$ cat src/rtl/lsu_dccm_arb.sv
// Single-slot DCCM arbiter: LSU reads, store-buffer drains and DMA share one access per cycle.
// Optional starvation override is compiled in with `define RV_DCCM_ARB_STARVE_EN.
module lsu_dccm_arb #(
    parameter int DCCM_BITS        = 16,
    parameter int DCCM_FDATA_WIDTH = 39,
    parameter int STARVE_MAX       = 15,
    parameter int STARVE_CNT_W     = 4
) (
    input  logic                        clk,
    input  logic                        rst_l,

    input  logic                        lsu_rd_req,
    input  logic [DCCM_BITS-1:0]        lsu_rd_addr_lo,
    input  logic [DCCM_BITS-1:0]        lsu_rd_addr_hi,
    output logic                        lsu_rd_gnt,
    output logic                        lsu_rd_valid,

    input  logic                        stb_wr_req,
    input  logic [DCCM_BITS-1:0]        stb_wr_addr_lo,
    input  logic [DCCM_BITS-1:0]        stb_wr_addr_hi,
    input  logic [DCCM_FDATA_WIDTH-1:0] stb_wr_data_lo,
    input  logic [DCCM_FDATA_WIDTH-1:0] stb_wr_data_hi,
    output logic                        stb_wr_gnt,

    input  logic                        dma_req,
    input  logic                        dma_write,
    input  logic [DCCM_BITS-1:0]        dma_addr,
    input  logic [DCCM_FDATA_WIDTH-1:0] dma_wdata,
    output logic                        dma_gnt,
    output logic                        dma_rd_valid,

    output logic                        dccm_wren,
    output logic                        dccm_rden,
    output logic [DCCM_BITS-1:0]        dccm_wr_addr_lo,
    output logic [DCCM_BITS-1:0]        dccm_wr_addr_hi,
    output logic [DCCM_BITS-1:0]        dccm_rd_addr_lo,
    output logic [DCCM_BITS-1:0]        dccm_rd_addr_hi,
    output logic [DCCM_FDATA_WIDTH-1:0] dccm_wr_data_lo,
    output logic [DCCM_FDATA_WIDTH-1:0] dccm_wr_data_hi,
    input  logic [DCCM_FDATA_WIDTH-1:0] dccm_rd_data_lo,
    input  logic [DCCM_FDATA_WIDTH-1:0] dccm_rd_data_hi,
    output logic [DCCM_FDATA_WIDTH-1:0] rd_data_lo,
    output logic [DCCM_FDATA_WIDTH-1:0] rd_data_hi
);

    // Handshake: req is a level held with stable operands until the same-cycle
    // combinational gnt; the transfer happens in the gnt cycle, and a requester
    // may present a new request (or drop req) in the following cycle.

    logic rr_q;          // 0: STB preferred over DMA, 1: DMA preferred
    logic rsp_lsu_q;
    logic rsp_dma_q;
    logic stb_starved;
    logic dma_starved;
    logic lsu_pick;
    logic stb_pick;
    logic dma_pick;
    logic dma_rd_gnt;
    logic dma_wr_gnt;

`ifdef RV_DCCM_ARB_STARVE_EN
    localparam logic [STARVE_CNT_W-1:0] STARVE_LIM = STARVE_CNT_W'(STARVE_MAX);

    logic [STARVE_CNT_W-1:0] stb_wait_q;
    logic [STARVE_CNT_W-1:0] dma_wait_q;

    // Wait counters only run while a request is pending and losing; they saturate at the limit.
    always_ff @(posedge clk or negedge rst_l) begin
        if (!rst_l) begin
            stb_wait_q <= '0;
            dma_wait_q <= '0;
        end else begin
            if (!stb_wr_req || stb_wr_gnt)
                stb_wait_q <= '0;
            else if (stb_wait_q != STARVE_LIM)
                stb_wait_q <= stb_wait_q + 1'b1;

            if (!dma_req || dma_gnt)
                dma_wait_q <= '0;
            else if (dma_wait_q != STARVE_LIM)
                dma_wait_q <= dma_wait_q + 1'b1;
        end
    end

    // Qualify with req: a counter still at the limit the cycle req drops must not win.
    assign stb_starved = stb_wr_req && (stb_wait_q == STARVE_LIM);
    assign dma_starved = dma_req    && (dma_wait_q == STARVE_LIM);
`else
    logic [STARVE_CNT_W-1:0] starve_lim_unused;
    assign starve_lim_unused = STARVE_CNT_W'(STARVE_MAX);
    assign stb_starved = 1'b0;
    assign dma_starved = 1'b0;
`endif

    always_comb begin
        lsu_pick = 1'b0;
        stb_pick = 1'b0;
        dma_pick = 1'b0;
        if (stb_starved && dma_starved) begin
            if (rr_q) dma_pick = 1'b1;
            else      stb_pick = 1'b1;
        end else if (stb_starved) begin
            stb_pick = 1'b1;
        end else if (dma_starved) begin
            dma_pick = 1'b1;
        end else if (lsu_rd_req) begin
            lsu_pick = 1'b1;
        end else if (stb_wr_req && dma_req) begin
            if (rr_q) dma_pick = 1'b1;
            else      stb_pick = 1'b1;
        end else if (stb_wr_req) begin
            stb_pick = 1'b1;
        end else if (dma_req) begin
            dma_pick = 1'b1;
        end
    end

    // Grants are forced low while reset is asserted, even though requests may be present.
    assign lsu_rd_gnt = lsu_pick & rst_l;
    assign stb_wr_gnt = stb_pick & rst_l;
    assign dma_gnt    = dma_pick & rst_l;
    assign dma_rd_gnt = dma_gnt & ~dma_write;
    assign dma_wr_gnt = dma_gnt &  dma_write;

    assign dccm_rden = lsu_rd_gnt | dma_rd_gnt;
    assign dccm_wren = stb_wr_gnt | dma_wr_gnt;

    always_comb begin
        dccm_rd_addr_lo = '0;
        dccm_rd_addr_hi = '0;
        dccm_wr_addr_lo = '0;
        dccm_wr_addr_hi = '0;
        dccm_wr_data_lo = '0;
        dccm_wr_data_hi = '0;
        if (lsu_rd_gnt) begin
            dccm_rd_addr_lo = lsu_rd_addr_lo;
            dccm_rd_addr_hi = lsu_rd_addr_hi;
        end else if (dma_rd_gnt) begin
            dccm_rd_addr_lo = dma_addr;
            dccm_rd_addr_hi = dma_addr;
        end
        if (stb_wr_gnt) begin
            dccm_wr_addr_lo = stb_wr_addr_lo;
            dccm_wr_addr_hi = stb_wr_addr_hi;
            dccm_wr_data_lo = stb_wr_data_lo;
            dccm_wr_data_hi = stb_wr_data_hi;
        end else if (dma_wr_gnt) begin
            dccm_wr_addr_lo = dma_addr;
            dccm_wr_addr_hi = dma_addr;
            dccm_wr_data_lo = dma_wdata;
            dccm_wr_data_hi = dma_wdata;
        end
    end

    always_ff @(posedge clk or negedge rst_l) begin
        if (!rst_l) begin
            rr_q      <= 1'b0;
            rsp_lsu_q <= 1'b0;
            rsp_dma_q <= 1'b0;
        end else begin
            if (stb_wr_gnt)
                rr_q <= 1'b1;
            else if (dma_gnt)
                rr_q <= 1'b0;
            rsp_lsu_q <= lsu_rd_gnt;
            rsp_dma_q <= dma_rd_gnt;
        end
    end

    assign lsu_rd_valid = rsp_lsu_q;
    assign dma_rd_valid = rsp_dma_q;
    assign rd_data_lo   = dccm_rd_data_lo;
    assign rd_data_hi   = dccm_rd_data_hi;

endmodule

$ cat config.mk
export PLATFORM = sky130hd
export DESIGN_NAME = lsu_dccm_arb
export DESIGN_NICKNAME = d
export VERILOG_FILES = /design/src/rtl/lsu_dccm_arb.sv
export SDC_FILE = /design/constraint.sdc
export NUM_CORES = 1
export LEC_CHECK = 0
export BUFFER_PORTS_ARGS = -buffer_cell sky130_fd_sc_hd__buf_2
export CELL_PAD_IN_SITES_DETAIL_PLACEMENT = 0
export CELL_PAD_IN_SITES_GLOBAL_PLACEMENT = 1
export CORE_AREA = 3 3 195 197
export CTS_BUF_LIST = sky130_fd_sc_hd__clkbuf_4 sky130_fd_sc_hd__clkbuf_8 sky130_fd_sc_hd__clkbuf_16
export DETAILED_ROUTE_END_ITERATION = 16
export DIE_AREA = 0 0 198 200
export PLACE_DENSITY_LB_ADDON = 0.3
export REMOVE_ABC_BUFFERS = 1
export SLEW_MARGIN = 15
export SYNTH_ARGS = -nofsm -noshare
export SYNTH_HDL_FRONTEND = slang
export SYNTH_SLANG_ARGS = --single-unit
$ cat constraint.sdc
create_clock -name clk -period 2.46 [get_ports clk]
set_input_delay 0.738 -clock clk [delete_from_list [all_inputs] [get_ports clk]]
set_output_delay 0.738 -clock clk [all_outputs]
set_load 0.01 [all_outputs]
==> flow_metrics.py <==
metrics = {
    "worst_setup_path": {
        "cp_slowest_cell": "nor3b_4",
        "crit_fanout": 14,
        "path_delay_family": "buffers and inverters",
        "critPathCaptureType": "primary output",
        "worstSetupStartpointType": "primary input",
        "critPathKind": "in -> out",
        "arrival_ns": 1.96,
        "path_cells": "buf_6, nand3b_4, nor3b_4, buf_6, buf_12, buf_6, a22o_1, buf_2",
        "crit_buf_inv": 5,
        "max_stage_delay_ns": 0.18,
        "critPathRequiredTime_ns": 1.72,
        "cpMostUsedCell": "buf_6",
    },
    "cells_and_area": {
        "drive_gt1_share_pct": 74.0,
        "multi_input_area_sq_um": 1390,
        "syn2layout_area_growth_pct": 123,
        "nets": 854,
        "regArea_sq_um": 75.1,
        "fill_cells": 4219,
    },
    "sta": {
        "fin_crit_sh_pct": 110,
        "max_freq_ghz": 0.370,
        "skew_ns": 0.0000360,
        "rsz0062_at_grt": "true",
        "hold_viol_final": 0,
        "max-slew-margin-rel_pct": 86.8,
        "setup_viol": 144,
        "setup_tns_ns": -27.24,
        "max_slew.worst_pin.slew_ns": 0.198,
        "worst_slack_ns": -0.241,
        "min_period_ns": 2.70,
        "drv_slew": 0,
    },
    "floorplanning": {
        "fp.dieW_um": 198,
        "rows": 70,
        "start_util_pct": 5.89,
        "dieHeight_um": 200,
        "die_area_sq_um": 39600,
        "coreArea_sq_um": 36400,
        "io_pins": 508,
    },
    "route": {
        "drt_first_pass_iters": 4,
        "antenna_left": 0,
        "wl_per_cell_um": 22.3,
        "drcViolationCount": 0,
        "initialDrtViolationCount": 114,
        "drt_wl_total_um": 23200,
        "via_per_inst": 3.58,
        "routed-via-count": 3731,
        "dr_wl_met2_um": 9650,
        "route.met3.wl_um": 4560,
        "routed.top_layer": "met5",
        "wl_met1_um": 8620,
    },
    "clock_tree": {
        "cts_root_buf": "clkbuf_16",
        "clk_latency_ns": 0.22,
        "numCtsBuffers": 3,
        "clockBufferDepth": 2,
        "clk_pin_slew_worst_paths_ns": 0.03,
        "htreeDepth": 1,
        "cts_tree": "yes",
        "clock-sinks": 3,
    },
    "yosys": {
        "synth_area_leaders": "a22o_1, buf_4, buf_2",
        "synth_most_common_cell": "a22o_1",
        "synth-edff-count": 0,
        "synth_top_area_share_pct": 57.9,
        "ys_types": 18,
        "synth_compound_area_share_pct": 58.6,
        "yosys_warnings": 0,
        "synthCells": 266,
        "yosys.area_share.xor_xnor_pct": 0,
        "async_reset_ff_share_pct": 100,
        "syn_area_per_cell_sq_um": 8.07,
        "synth-seq-cells": 3,
        "synthMuxAreaShare_pct": 0,
        "yosysTopAreaCell": "a22o_1",
        "synthAdderAreaFrac_pct": 0,
        "synth_top_family_by_area": "compound AO/OA/AOI/OAI gates",
        "syn_area_sq_um": 2150,
        "synthSimpleGateAreaFrac_pct": 3.85,
        "netlist_top_cells_count": "a22o_1, buf_4, buf_2",
        "yosysSeqAreaShare_pct": 3.50,
        "ys.flop_type": "dfrtp_1",
    },
    "global_route": {
        "gr-total-overflow": 0,
        "grt_pass1_vias": 3567,
        "antenna_found_initial": 6,
        "grt_pass1_wl_um": 27300,
        "grt_max_degree": 57,
        "grt_use_total_pct": 9.89,
    },
    "run_status": {
        "violations": "setup timing",
        "status": "finished, violations left",
    },
    "min_path": {
        "hold_path.class": "in -> async",
    },
    "pwr": {
        "total_power_mw": 1.02,
        "p_leak_nw": 2.63,
        "power_density_nw_per_um2": 212,
        "vdd_drop_max_uv": 135,
    },
    "placed_design": {
        "hpwl_um": 17800,
        "placement.io_buffers": 351,
        "gp_congestion": 0.696,
    },
    "run": {
        "maxCapViolCount": 0,
    },
}
==> registers in the layout, summed over array words and instances (netlist names) <==
signal        count
dma_rd_valid      1
lsu_rd_valid      1
rr_q              1
==> cell families after synthesis <==
logic type / after synthesis
flops: 3
compound gates: 144
buf+inv: 109
simple gates: 10
==> layout by cell type (no fill, tap or decap), types with 3 or more instances in the layout <==
master	count
buf_6	29
buf_12	15
dfrtp_1	3
buf_4	27
clkbuf_16	6
buf_2	333
a22o_1	140
diode_2	3
==> worst register-to-register path, stage by stage, from the launching register on <==
cell and delay, ns:
dfrtp_1 0.40, nor2b_4 0.19, nor3_4 0.06, buf_12 0.15, buf_12 0.13, buf_4 0.13
buf_4 0.12
==> final cells by class <==
class	instances	area share, %
antenna	3	0.157
clock buffer	4	1.72
multi-input combinational	154	28.9
sequential	3	1.57
tap	468	12.2
timing repair buffer	411	55.4
==> per-stage QoR <==
| step | hold slack (ns) | utilization [%] | instance area (sq um) | std cells | worst slack (ns) |
|---|---|---|---|---|---|
| after CTS | 0.427 | 12.8 | 4650 | 1036 | -0.256 |
| after global placement | 0.606 | 11.4 | 4170 | 1016 | -0.302 |
| after global routing | 0.438 | 13.1 | 4790 | 1041 | -0.321 |
| final | 0.429 | 13.2 | 4790 | 1043 | -0.241 |
| after detailed placement | 0.607 | 11.4 | 4170 | 1016 | -0.305 |
| after floorplan | 0.442 | - | 1420 | 157 | -2.83 |
==> worst paths after layout <==
kind	startpoint	to	slack (ns)	depth (start not counted)
min reg2reg	rr_q	rr_q	0.67	2
min	rst_l	rr_q	0.43	2
max in group asynchronous	rst_l	lsu_rd_valid	1.94	2
max	lsu_rd_req	dccm_wr_addr_hi[14]	-0.24	8
max reg2reg	rr_q	dma_rd_valid	1.17	6
min in group clk	rr_q	rr_q	0.67	2
==> report_power, final <==
| part | internal (mW) | total (mW) | leakage, nW | switching [mW] |
|---|---|---|---|---|
| clock network | 0.225 | 0.266 | 0.0416 | 0.0411 |
| registers | 0.0550 | 0.0598 | 0.0389 | 0.00474 |
| logic | 0.374 | 0.693 | 2.55 | 0.319 |
| total | 0.654 | 1.02 | 2.63 | 0.364 |
==> layer usage <==
metal	track usage, %	vias up
met5	4.90	-
met4	0.944	12
met3	10.3	22
met2	14.5	395
met1	9.85	1699
li1	-	1603
==> repair_timing <==
action	in CTS	in global routing
hold buffers	0	0
setup buffers	11	3
gates resized for setup	36	19
pin swaps	3	17
endpoints found under the setup margin	145	145
cloned	5	5
(Power assumes the default switching activity.)
